File: config.mk
export PLATFORM = sky130hd
export DESIGN_NAME = cpu_mmu_pt_seq
export DESIGN_NICKNAME = d
export VERILOG_FILES = /design/src/rtl/cpu_mmu_pt_seq.sv
export SDC_FILE = /design/constraint.sdc
export NUM_CORES = 1
export LEC_CHECK = 0
export BUFFER_PORTS_ARGS = -buffer_cell sky130_fd_sc_hd__buf_2
export CORE_MARGIN = 4
export CORE_UTILIZATION = 48
export CTS_CLUSTER_SIZE = 30
export DETAILED_ROUTE_END_ITERATION = 10
export PLACE_DENSITY = 0.78
export SLEW_MARGIN = 30
export SYNTH_ARGS = -nofsm -noshare
export SYNTH_HDL_FRONTEND = slang
export SYNTH_SLANG_ARGS = --single-unit
File: constraint.sdc
create_clock -name CLK -period 2.2 [get_ports CLK]
set_input_delay 0 -clock CLK [delete_from_list [all_inputs] [get_ports CLK]]
set_output_delay 0 -clock CLK [all_outputs]
set_load 0.05 [all_outputs]
File: src/rtl/cpu_mmu_pt_seq.sv
// MMU page-table access sequencer: phases RAM strobes for translate, map write and
// cache-inhibit write, latches PT/PPN/CINH and performs the permit/ring check.
module cpu_mmu_pt_seq (
  input  logic        CLK,
  input  logic        RESET_n,
  input  logic        REQ,
  input  logic [1:0]  CMD,
  input  logic [1:0]  ACC,
  input  logic [1:0]  RING_CUR,
  input  logic [10:0] LA_IN,
  input  logic [15:0] WD_PT,
  input  logic [15:0] WD_PPN,
  output logic [10:0] LA_20_10,
  output logic        EPT_n,
  output logic        EPMAP_n,
  output logic        WMAP_n,
  output logic        WCLIM_n,
  output logic        PT_OE,
  output logic        PPN_OE,
  output logic [15:0] PT_WD,
  output logic [15:0] PPN_WD,
  input  logic [15:0] PT_15_0,
  input  logic [15:0] PPN_25_10_io,
  input  logic        WCINH_n,
  output logic        BUSY,
  output logic        ACK,
  output logic [15:0] PPN_Q,
  output logic [15:0] PT_Q,
  output logic        CINH,
  output logic        FAULT,
  output logic [1:0]  FCODE
);

  localparam int unsigned DataW = 16;
  localparam logic [1:0] CmdMap  = 2'b01;
  localparam logic [1:0] CmdCinh = 2'b10;
  localparam logic [1:0] AccWr   = 2'b01;
  localparam logic [1:0] AccFe   = 2'b10;

  typedef enum logic [3:0] {
    IDLE, RD1, RD2, CHK, WS, WP, WH, WS2, WP2, WH2, ACKS
  } stateT;

  stateT             state, stateNxt;
  logic [1:0]        cmdQ, accQ, ringQ, cmdEff;
  logic              accept;
  logic              faultC, needUpdC;
  logic [1:0]        fcodeC;
  logic [DataW-1:0]  updWdC;
  logic              eptNC, epmapNC, wmapNC, wclimNC, ptOeC, ppnOeC;

  // State register
  always_ff @(posedge CLK or negedge RESET_n) begin
    if (!RESET_n) state <= IDLE;
    else          state <= stateNxt;
  end

  // Next state, permit check, and strobe decode of the state being entered
  always_comb begin
    stateNxt = state;
    accept   = 1'b0;
    cmdEff   = (state == IDLE) ? CMD : cmdQ;
    faultC   = 1'b0;
    fcodeC   = 2'd0;
    needUpdC = ~PT_Q[11] | ((accQ == AccWr) & ~PT_Q[12]);
    updWdC   = PT_Q | DataW'(16'h0800) | ((accQ == AccWr) ? DataW'(16'h1000) : DataW'(0));
    eptNC    = 1'b1;
    epmapNC  = 1'b1;
    wmapNC   = 1'b1;
    wclimNC  = 1'b1;
    ptOeC    = 1'b0;
    ppnOeC   = 1'b0;

    if (PT_Q[15:13] == 3'b000) begin
      faultC = 1'b1; fcodeC = 2'd3;
    end else if (ringQ < PT_Q[10:9]) begin
      faultC = 1'b1; fcodeC = 2'd2;
    end else if ((accQ == AccWr && !PT_Q[15]) || (accQ == AccFe && !PT_Q[13]) ||
                 ((accQ == 2'b00 || accQ == 2'b11) && !PT_Q[14])) begin
      faultC = 1'b1; fcodeC = 2'd1;
    end

    case (state)
      IDLE: if (REQ) begin
        accept   = 1'b1;
        stateNxt = (CMD == CmdMap || CMD == CmdCinh) ? WS : RD1;
      end
      RD1:  stateNxt = RD2;
      RD2:  stateNxt = CHK;
      CHK:  stateNxt = (!faultC && needUpdC) ? WS : ACKS;
      WS:   stateNxt = WP;
      WP:   stateNxt = WH;
      WH:   stateNxt = (cmdQ == CmdMap) ? WS2 : ACKS;
      WS2:  stateNxt = WP2;
      WP2:  stateNxt = WH2;
      WH2:  stateNxt = ACKS;
      ACKS: stateNxt = IDLE;
      default: stateNxt = IDLE;
    endcase

    case (stateNxt)
      RD1, RD2: begin
        eptNC   = 1'b0;
        epmapNC = 1'b0;
      end
      WS, WP, WH: begin
        if (cmdEff == CmdCinh) begin
          ppnOeC  = 1'b1;
          wclimNC = (stateNxt != WP);
        end else begin
          eptNC   = 1'b0;
          ptOeC   = 1'b1;
          wmapNC  = (stateNxt != WP);
        end
      end
      WS2, WP2, WH2: begin
        epmapNC = 1'b0;
        ppnOeC  = 1'b1;
        wmapNC  = (stateNxt != WP2);
      end
      default: ;
    endcase
  end

  // Registered outputs, request capture and read-data latching
  always_ff @(posedge CLK or negedge RESET_n) begin
    if (!RESET_n) begin
      EPT_n    <= 1'b1;
      EPMAP_n  <= 1'b1;
      WMAP_n   <= 1'b1;
      WCLIM_n  <= 1'b1;
      PT_OE    <= 1'b0;
      PPN_OE   <= 1'b0;
      BUSY     <= 1'b0;
      ACK      <= 1'b0;
      FAULT    <= 1'b0;
      FCODE    <= 2'd0;
      CINH     <= 1'b0;
      PT_Q     <= '0;
      PPN_Q    <= '0;
      PT_WD    <= '0;
      PPN_WD   <= '0;
      LA_20_10 <= '0;
      cmdQ     <= 2'd0;
      accQ     <= 2'd0;
      ringQ    <= 2'd0;
    end else begin
      EPT_n   <= eptNC;
      EPMAP_n <= epmapNC;
      WMAP_n  <= wmapNC;
      WCLIM_n <= wclimNC;
      PT_OE   <= ptOeC;
      PPN_OE  <= ppnOeC;
      BUSY    <= (stateNxt != IDLE);
      ACK     <= (stateNxt == ACKS);
      if (accept) begin
        cmdQ     <= CMD;
        accQ     <= ACC;
        ringQ    <= RING_CUR;
        LA_20_10 <= LA_IN;
        FAULT    <= 1'b0;
        FCODE    <= 2'd0;
        if (CMD == CmdMap) PT_WD <= WD_PT;
        if (CMD == CmdMap || CMD == CmdCinh) PPN_WD <= WD_PPN;
      end
      if (state == RD2) begin
        PT_Q  <= PT_15_0;
        PPN_Q <= PPN_25_10_io;
        CINH  <= ~WCINH_n;
      end
      if (state == CHK) begin
        FAULT <= faultC;
        FCODE <= fcodeC;
        if (!faultC && needUpdC) PT_WD <= updWdC;
      end
    end
  end

endmodule

# --- Word-level counts from Yosys, hierarchy flattened ---
# Index checks and enable logic that the tools add are counted.
totals:
  reg_bits: 97
  inputBits: 85
  output_inout_bits: 87
  wordCells: 109
classes:
  n_lt_le_gt_ge: 1
  n_eq_ne: 27
  mux: 33
  n_bitwise: 6
  reduce_logical: 22
ops:
  columns: ["operator", "n"]
  rows:
  - ["2-to-1 mux 16 bit", 4]
  - ["case mux 4 bit (10 select lines)", 1]
  - ["equality test 4 x 3 -> 1 bit (second input constant)", 8]
  - ["equality test 4 bit (second input constant)", 5]
  - ["OR 16 x 13 -> 16 bit", 1]
  - ["2-to-1 mux 1 bit", 15]
  - ["2-to-1 mux 13 bit", 1]
  - ["equality test 4 x 2 -> 1 bit (second input constant)", 3]
  - ["2-to-1 mux 4 bit", 3]
  - ["2-to-1 mux 2 bit", 5]
  - ["equality test 2 bit (second input constant)", 4]
  - ["equality test 4 x 1 -> 1 bit (second input constant)", 2]
  - ["equality test 2 x 1 -> 1 bit (second input constant)", 3]
  - ["case mux 1 bit (2 select lines)", 3]
  - ["OR reduction 3 bit", 2]
  - ["OR reduction 5 bit", 1]
  - ["logical AND 1 bit", 4]
  - ["zero test 1 bit", 4]
  - ["zero test 4 bit", 1]
  - ["logical OR 1 bit", 4]
  - ["!= test 4 x 3 -> 1 bit (second input constant)", 1]
  - ["!= test 4 bit (second input constant)", 1]
  - ["nonzero test 4 bit", 1]
  - ["zero test 3 bit", 1]
  - ["other kinds (9)", 11]

# --- Logic depth before layout (Yosys ltp) ---
# Gate-level depths: netlist of run 1.
depth:
  word_depth: 14
  depth_mapped: 9
  ltp_nobuf: 8

# --- Worst setup path before layout of run 1 ---
# No wires, ideal clock.
synth_timing:
  path_kind: "reg2reg"
  from: "register PT_Q[10]"
  to: "register PT_WD[14]"
  setup_time_ns: 0.124
  arrival_time_ns: 2.047
  t_required_ns: 2.076
  setup_slack_ns: 0.030
  path_stages_with_launch: 9
  n_path_buf: 2
  synth_period_minus_slack_ns: 2.170
  path_cell_list: "dfrtp_1 inv_1 ha_1 a21oi_1 or4_1 buf_4 buf_6 nor2_1 a21oi_1"
synth_between:
  elab_chain_cells: 7
synth_lines:
  columns: ["element", "line_no", "text"]
  rows:
  - ["start, declared", "28", "output logic [15:0] PT_Q,"]
  - ["start signal, assigned", "139", "PT_Q <= '0;"]
  - ["start signal, assigned", "167", "PT_Q <= PT_15_0;"]
  - ["less-than comparator 2 bit", "76", "end else if (ringQ < PT_Q[10:9]) begin"]
  - ["2-to-1 mux 1 bit", "76", null]
  - ["2-to-1 mux 1 bit", "74", "if (PT_Q[15:13] == 3'b000) begin"]
  - ["zero test 1 bit", "174", "if (!faultC && needUpdC) PT_WD <= updWdC;"]
  - ["logical AND 1 bit", "174", null]
  - ["2-to-1 mux 16 bit", "174", null]
  - ["2-to-1 mux 16 bit", "171", "if (state == CHK) begin"]
  - ["end signal, assigned", "174", null]
  - ["end, declared", "20", "output logic [15:0] PT_WD,"]
# No other way between the ends.
# A chain may end at the register's enable or synchronous reset.

# --- Worst setup path after layout of run 1 ---
layout_timing:
  from: "register accQ[0]"
  to: "register EPT_n"
layout_between:
  elab_chain_cells: 14
  elab_cells_between_ends: 27
  classes_between: "eq/ne: 8; mux: 6; bitwise: 2; reduce/logical: 11"
layout_lines:
  columns: ["element", "line_no", "text"]
  rows:
  - ["start, declared", "45", "logic [1:0] cmdQ, accQ, ringQ, cmdEff;"]
  - ["start signal, assigned", "145", "accQ <= 2'd0;"]
  - ["start signal, assigned", "158", "accQ <= ACC;"]
  - ["equality test 2 x 1 -> 1 bit (tied with other cells)", "65, 78", null]
  - ["logical AND 1 bit or logical OR 1 bit (tied branches)", "78, 79", null]
  - ["logical OR 1 bit or logical AND 1 bit (tied branches)", "78, 79", null]
  - ["logical OR 1 bit", "78", "end else if ((accQ == AccWr && !PT_Q[15]) || (accQ == AccFe && !PT_Q[13]) ||"]
  - ["2-to-1 mux 1 bit", "78", null]
  - ["2-to-1 mux 1 bit", "76", null]
  - ["2-to-1 mux 1 bit", "74", null]
  - ["zero test 1 bit", "90", "CHK: stateNxt = (!faultC && needUpdC) ? WS : ACKS;"]
  - ["logical AND 1 bit (*)", "90", null]
  - ["2-to-1 mux 4 bit (*)", "90", null]
  - ["case mux 4 bit (10 select lines) (*)", "83", "case (state)"]
  - ["named net stateNxt[2]", "44", "stateT state, stateNxt;"]
  - ["equality test 4 x 3 -> 1 bit (tied with other cells)", "101", "case (stateNxt)"]
  - ["OR reduction 3 bit or OR reduction 2 bit (tied branches)", null, null]
  - ["case mux 1 bit (2 select lines) (*)", "101", null]
  - ["named net eptNC", "50", "logic eptNC, epmapNC, wmapNC, wclimNC, ptOeC, ppnOeC;"]
  - ["end signal, assigned", "148", "EPT_n <= eptNC;"]
  - ["end, declared", "14", "output logic EPT_n,"]
# The timed path passes the listed nets; every way through them passes the cells marked *.

==> out/results.ini, run 1 <==
[yosys]
yosysMostFrequentCell = dfrtp_1
synthTopCellsByCount = dfrtp_1 (93), mux2_2 (59), a21oi_1 (21)
synth_edf_count = 0
ys.flop_type = dfrtp_1
netlist_instances = 313
syn_nets = 402
synth_area_um2 = 4100
yosys.area.top_type_share = 0.568
ys_types = 43
ys_ff_latch = 97
synth_area_per_cell_um2 = 13.1
synth.largest_area_cell = dfrtp_1
synthTopCellsByArea = dfrtp_1 (57%), mux2_2 (16%), mux2i_1 (4.2%)
yosysSeqAreaShare = 0.593
async_reset_ff_frac = 1.00
ys_warn_count = 0

[die]
dieHeight_um = 100
fp.dieW_um = 100
io_pins = 172
die_area_um2 = 10100
fp-row-count = 33
initial_core_util = 0.496
core_area_um2 = 8260

[sta]
maxSlewViolCount = 0
hold_viol_final = 0
min_period_over_period = 0.931
fmax_ghz = 0.488
worst_slack_ps = 152
tightest_slew_ps = 570
setup-violations-final = 0
maxSlewHeadroom = 0.610
rsz0062_at_grt = false
finalSetupTns_ps = 0
fin_hold_ws_ps = 12.1
clock-skew-final_ps = 10.1
post-route-min-period_ps = 2050

[drt]
ant_nets = 0
drc = 0
dr.pass1.iters = 4
wl_per_cell_um = 16.4
drt-initial-drc-count = 171
route.vias.total = 3430
vias_per_cell = 4.99
postRouteWirelength_um = 11300

[grt]
overflow = 0
first_global_vias = 3735
grt_pass1_wl_um = 18300
grt_max_degree = 58
antenna_found_initial = 0
track_usage = 0.232

[critical_path]
r2r_cells = 9
rr_endpoint = EPT_n
crit_type = reg -> reg
cp-start-kind = flip-flop
cp_max_fo = 33
cp-startpoint = accQ[0]
worstPathArrival_ps = 2330
r2r_start = accQ[0]
reg2reg_slack_ps = 150
cp-end-kind = flip-flop
worstPathRequired_ps = 2480

[cells_and_area]
final_cells = 687
num_antenna_cells = 0
area_growth_syn_to_layout_pct = 51.3
drive_above_1_share = 0.467
finish.utilization = 0.751
fill_cells = 549
regArea_um2 = 2430
multiInputGateArea_um2 = 1540
num-nets-final = 666

[cts]
cts_htree_levels = 3
cts_buffers = 9
clk_path_buf_depth = 2
cts_tree = done
clkSinkCount = 97
clk_latency_ps = 350
clockRootBuffer = clkbuf_8
clk_pin_slew_worst_paths_ps = 90
postCtsSetupRepairBufs = 0

[place]
gp_congestion = 0.876
port_buffers = 171
pre_cts_ws_ps = 97.0
dp_hpwl_um = 7130
post-place-cells = 589

[hold_path]
worstHoldEndpoint = PT_WD[12]
holdCritPathClass = in -> reg
hold_depth = 4
hold_start = WD_PT[12]

[status]
outcome = completed

[power]
power_density_nw_per_um2 = 1720
ir_drop_v = 0.00101
p_leak_uw = 0.00306

[job]
cap_viol_max_count = 0

[state kept, by name, summed over array words and instances (netlist names)]
register	count
cmdQ	2
PT_Q	16
PPN_WD	16
EPMAP_n	1
FAULT	1
PT_OE	1
FCODE	2
accQ	2
LA_20_10	11
WMAP_n	1
WCLIM_n	1
ACK	1
CINH	1
BUSY	1
PPN_OE	1
ringQ	2
PT_WD	16
PPN_Q	16
state	4
EPT_n	1
[cell families after synthesis]
kind of cell    share of synthesized area
mux                                 0.215
compound gates                     0.0638
fa+ha+maj                          0.0122
xor+xnor                          0.00214
simple gates                       0.0800
flops                               0.593
buf+inv                            0.0339
[power by group]
| part | switching, uW | internal (uW) |
|---|---|---|
| registers | 541 | 2660 |
| clock network | 600 | 703 |
| logic | 4220 | 1940 |
| total | 5360 | 5310 |
[cell usage in the layout (no fill, tap or decap), types with 2 or more instances in the layout]
cell,netlist,final
o21a_1,2,2
buf_2,6,170
nor4_1,2,2
nand2_1,12,12
nand3_1,4,4
clkbuf_8,0,11
dfrtp_1,93,93
inv_1,11,11
dlygate4sd3_1,0,82
o31a_1,2,2
bufinv_16,0,2
o21ai_0,8,8
a21oi_1,21,21
nor3_1,6,6
nand2b_1,9,9
clkinvlp_4,0,2
buf_12,0,2
ha_1,4,4
mux2_1,4,4
nor2_1,15,15
mux2i_1,17,17
a21o_1,2,2
dfstp_2,4,4
mux2_2,59,59
buf_4,1,16
[cell type report]
type                            instances  share of cell area
Clock inverter                          4              0.0121
Tap cell                              105              0.0212
Timing Repair Buffer                  270               0.295
Multi-Input combinational cell        188               0.248
Inverter                               11             0.00666
Sequential cell                        97               0.392
Clock buffer                           12              0.0250
[worst max-delay path, cell delays in order, from the launching register on]
cell,delay [ps]
dfrtp_1,370
inv_1,50
ha_1,280
inv_1,50
o221ai_1,120
or4_1,590
buf_12,200
nand3_4,100
nor4_1,80
o22ai_1,140
[worst max path at each step]
stage	endpoint
after floorplan	PT_WD[14]
after global placement	EPT_n
after detailed placement	EPT_n
after CTS	EPT_n
after global routing	EPT_n
final	EPT_n
[routing by layer]
metal  track usage  part of all wire
met2         0.413              0.52
met3        0.0473             0.062
met1         0.276              0.39
met5             0                 0
met4        0.0870             0.026
[per-stage QoR]
step,power [uW],instance area (um^2)
5_1_grt,11300,6200
2_1_floorplan,7670,4100
3_3_place_gp,9130,5150
6_report,10700,6200
4_1_cts,10700,6200
3_5_place_dp,9250,5150
[repair_timing]
item,4_1_cts,5_1_grt
hold buffers,82,0
hold endpoints to repair,121,0
endpoints found under the setup margin,0,1
resized for setup,0,1
Power figures use the tool's default switching activity.
==> run 2, diff against run 1 <==
CTS_CLUSTER_SIZE = not set   (was 30)
PLACE_DENSITY = not set   (was 0.78)
PLACE_DENSITY_LB_ADDON = 0.12   (was not set)
==> run 2 against run 1 <==
Cell count is 0.15% higher; largest power group unchanged; largest cell class unchanged; non-clock buffer count is 2 higher; first-iteration DRC count is 53% lower; sequential power shrank 2%; sequential share of layout area barely moved; critical path type unchanged; sequential cell count stayed put; highest routed layer unchanged; wire length shrank 9.1%; critical path depth is 2 lower; global-route usage fell by 1.9 points.
==> out/results.ini, run 2 (same netlist as run 1, synthesis figures left out) <==
[sta]
maxSlewHeadroom = 0.591  ; was 0.610
hold_viol_final = 0  ; unchanged
rsz0062_at_grt = false  ; unchanged
setup-violations-final = 0  ; unchanged
maxSlewViolCount = 0  ; unchanged
finalSetupTns_ps = 0  ; unchanged
min_period_over_period = 0.926  ; was 0.931
fin_hold_ws_ps = 182  ; was 12.1 ps
post-route-min-period_ps = 2040  ; was 2050 ps
fmax_ghz = 0.491  ; was 0.488 GHz
tightest_slew_ps = 608  ; was 570 ps
clock-skew-final_ps = 11.6  ; was 10.1 ps

[grt]
antenna_found_initial = 0  ; unchanged
grt_pass1_wl_um = 17200  ; was 18300 um
grt_max_degree = 52  ; was 58
track_usage = 0.213  ; was 0.232
first_global_vias = 3596  ; was 3735
overflow = 0  ; unchanged

[power]
ir_drop_v = 0.00124  ; was 0.00101 V
p_leak_uw = 0.00306  ; about the same
intPower_uw = 5170  ; was 5310 uW
clockPowerShare = 0.111  ; was 0.122
p_sw_uw = 5280  ; was 5360 uW
pwr-share-seq = 0.303  ; was 0.300
power_density_nw_per_um2 = 1680  ; was 1720 nW/um^2
p_sw_frac = 0.505  ; was 0.502
pwr-share-comb = 0.586  ; was 0.578

[drt]
postRouteWirelength_um = 10200  ; was 11300 um
wl_per_cell_um = 14.9  ; was 16.4 um
vias_per_cell = 4.95  ; was 4.99
drt-initial-drc-count = 81  ; was 171
route.vias.total = 3405  ; was 3430
drc = 0  ; unchanged
ant_nets = 0  ; unchanged
dr.pass1.iters = 4  ; unchanged

[die]
die_area_um2 = 10100  ; unchanged
fp-row-count = 33  ; unchanged
core_area_um2 = 8260  ; unchanged
dieHeight_um = 100  ; unchanged
io_pins = 172  ; unchanged
fp.dieW_um = 100  ; unchanged
initial_core_util = 0.496  ; unchanged

[place]
gp_congestion = 0.883  ; was 0.876
port_buffers = 171  ; unchanged
dp_hpwl_um = 6900  ; was 7130 um

[status]
outcome = completed  ; unchanged

[critical_path]
worstPathRequired_ps = 2430  ; was 2480 ps
worstPathArrival_ps = 2270  ; was 2330 ps
cp-start-kind = flip-flop  ; unchanged
r2r_cells = 7  ; was 9
crit_type = reg -> reg  ; unchanged
cp-end-kind = flip-flop  ; unchanged
cp_max_fo = 31  ; was 33

[cells_and_area]
num-nets-final = 668  ; was 666
area_growth_syn_to_layout_pct = 51.4  ; was 51.3%
layout_common_cells = buf_2 (170), dfrtp_1 (93), dlygate4sd3_1 (83), mux2_2 (59), a21oi_1 (21)  ; was buf_2 (170), dfrtp_1 (93), dlygate4sd3_1 (82), mux2_2 (59), a21oi_1 (21)
num_antenna_cells = 0  ; unchanged
fill_cells = 564  ; was 549
final_common_cell = buf_2  ; unchanged
drive_above_1_share = 0.467  ; about the same

[hold_path]
holdCritPathClass = in -> async  ; was in -> reg

[cts]
clk_latency_ps = 350  ; about the same
postCtsSetupRepairBufs = 0  ; unchanged
clk_path_buf_depth = 2  ; unchanged
clkSinkCount = 97  ; unchanged
clk_pin_slew_worst_paths_ps = 100  ; was 90 ps
cts_buffers = 9  ; unchanged
cts_htree_levels = 3  ; unchanged
clockRootBuffer = clkbuf_8  ; unchanged
cts_tree = done  ; unchanged

[job]
cap_viol_max_count = 0  ; unchanged

-- run 2: cell type report --
class / instances / area [um^2] / share of cell area
Inverter: 11 / 41.3 / 0.00665
Clock buffer: 10 / 138 / 0.0222
Sequential cell: 97 / 2430 / 0.392
Clock inverter: 5 / 63.8 / 0.0103
Timing Repair Buffer: 272 / 1860 / 0.300
Multi-Input combinational cell: 188 / 1540 / 0.248
Tap cell: 105 / 131 / 0.0212
-- run 2: worst paths after layout --
kind                       startpoint         to  slack, ps
max                           accQ[0]  PT_WD[12]        160
min                           RESET_n    PT_Q[6]        180
max reg2reg                   accQ[0]  PT_WD[12]        160
min reg2reg                 PPN_WD[6]  PPN_WD[6]        500
max in group asynchronous     RESET_n  PPN_WD[6]       1330
min in group CLK                  REQ    cmdQ[1]        250
-- run 2: worst max-delay path: stages, from the launching register on --
cell,delay [ps]
dfrtp_1,380
inv_1,50
ha_1,280
inv_1,50
o221ai_1,120
or4_1,610
buf_12,200
o31a_1,230
-- run 2: repair_timing --
action,4_1_cts,5_1_grt
hold buffers,83,0
setup endpoints to repair,0,1
gates resized for setup,0,0
hold endpoints to repair,124,0
-- run 2: metrics by stage --
stage | cell area (um^2) | instances | utilization | setup WS (ps) | total power (uW)
floorplan | 4100 | 313 | - | 29.9 | 7670
global placement | 5170 | 590 | 0.626 | 182 | 9120
detailed placement | 5170 | 590 | 0.626 | 164 | 9220
CTS | 6200 | 688 | 0.751 | 149 | 10500
global route | 6200 | 688 | 0.751 | 33.7 | 11100
finish | 6200 | 688 | 0.751 | 163 | 10400
-- run 2: power groups by stage --
stage	clock network [uW]	registers, uW	logic, uW
after CTS	1200	3160	6140
after global placement	0	3160	5960
after global routing	1280	3300	6510
after detailed placement	0	3190	6030
after floorplan	0	5820	1840
final	1160	3160	6120
-- run 2: routing by layer --
| layer | track usage | routed length, um | up-vias |
|---|---|---|---|
| met1 | 0.282 | 4340 | 1642 |
| li1 | - | - | 1634 |
| met3 | 0.0598 | 801 | 8 |
| met4 | 0.0549 | 108 | 0 |
| met5 | 0 | 0 | - |
| met2 | 0.349 | 4990 | 121 |
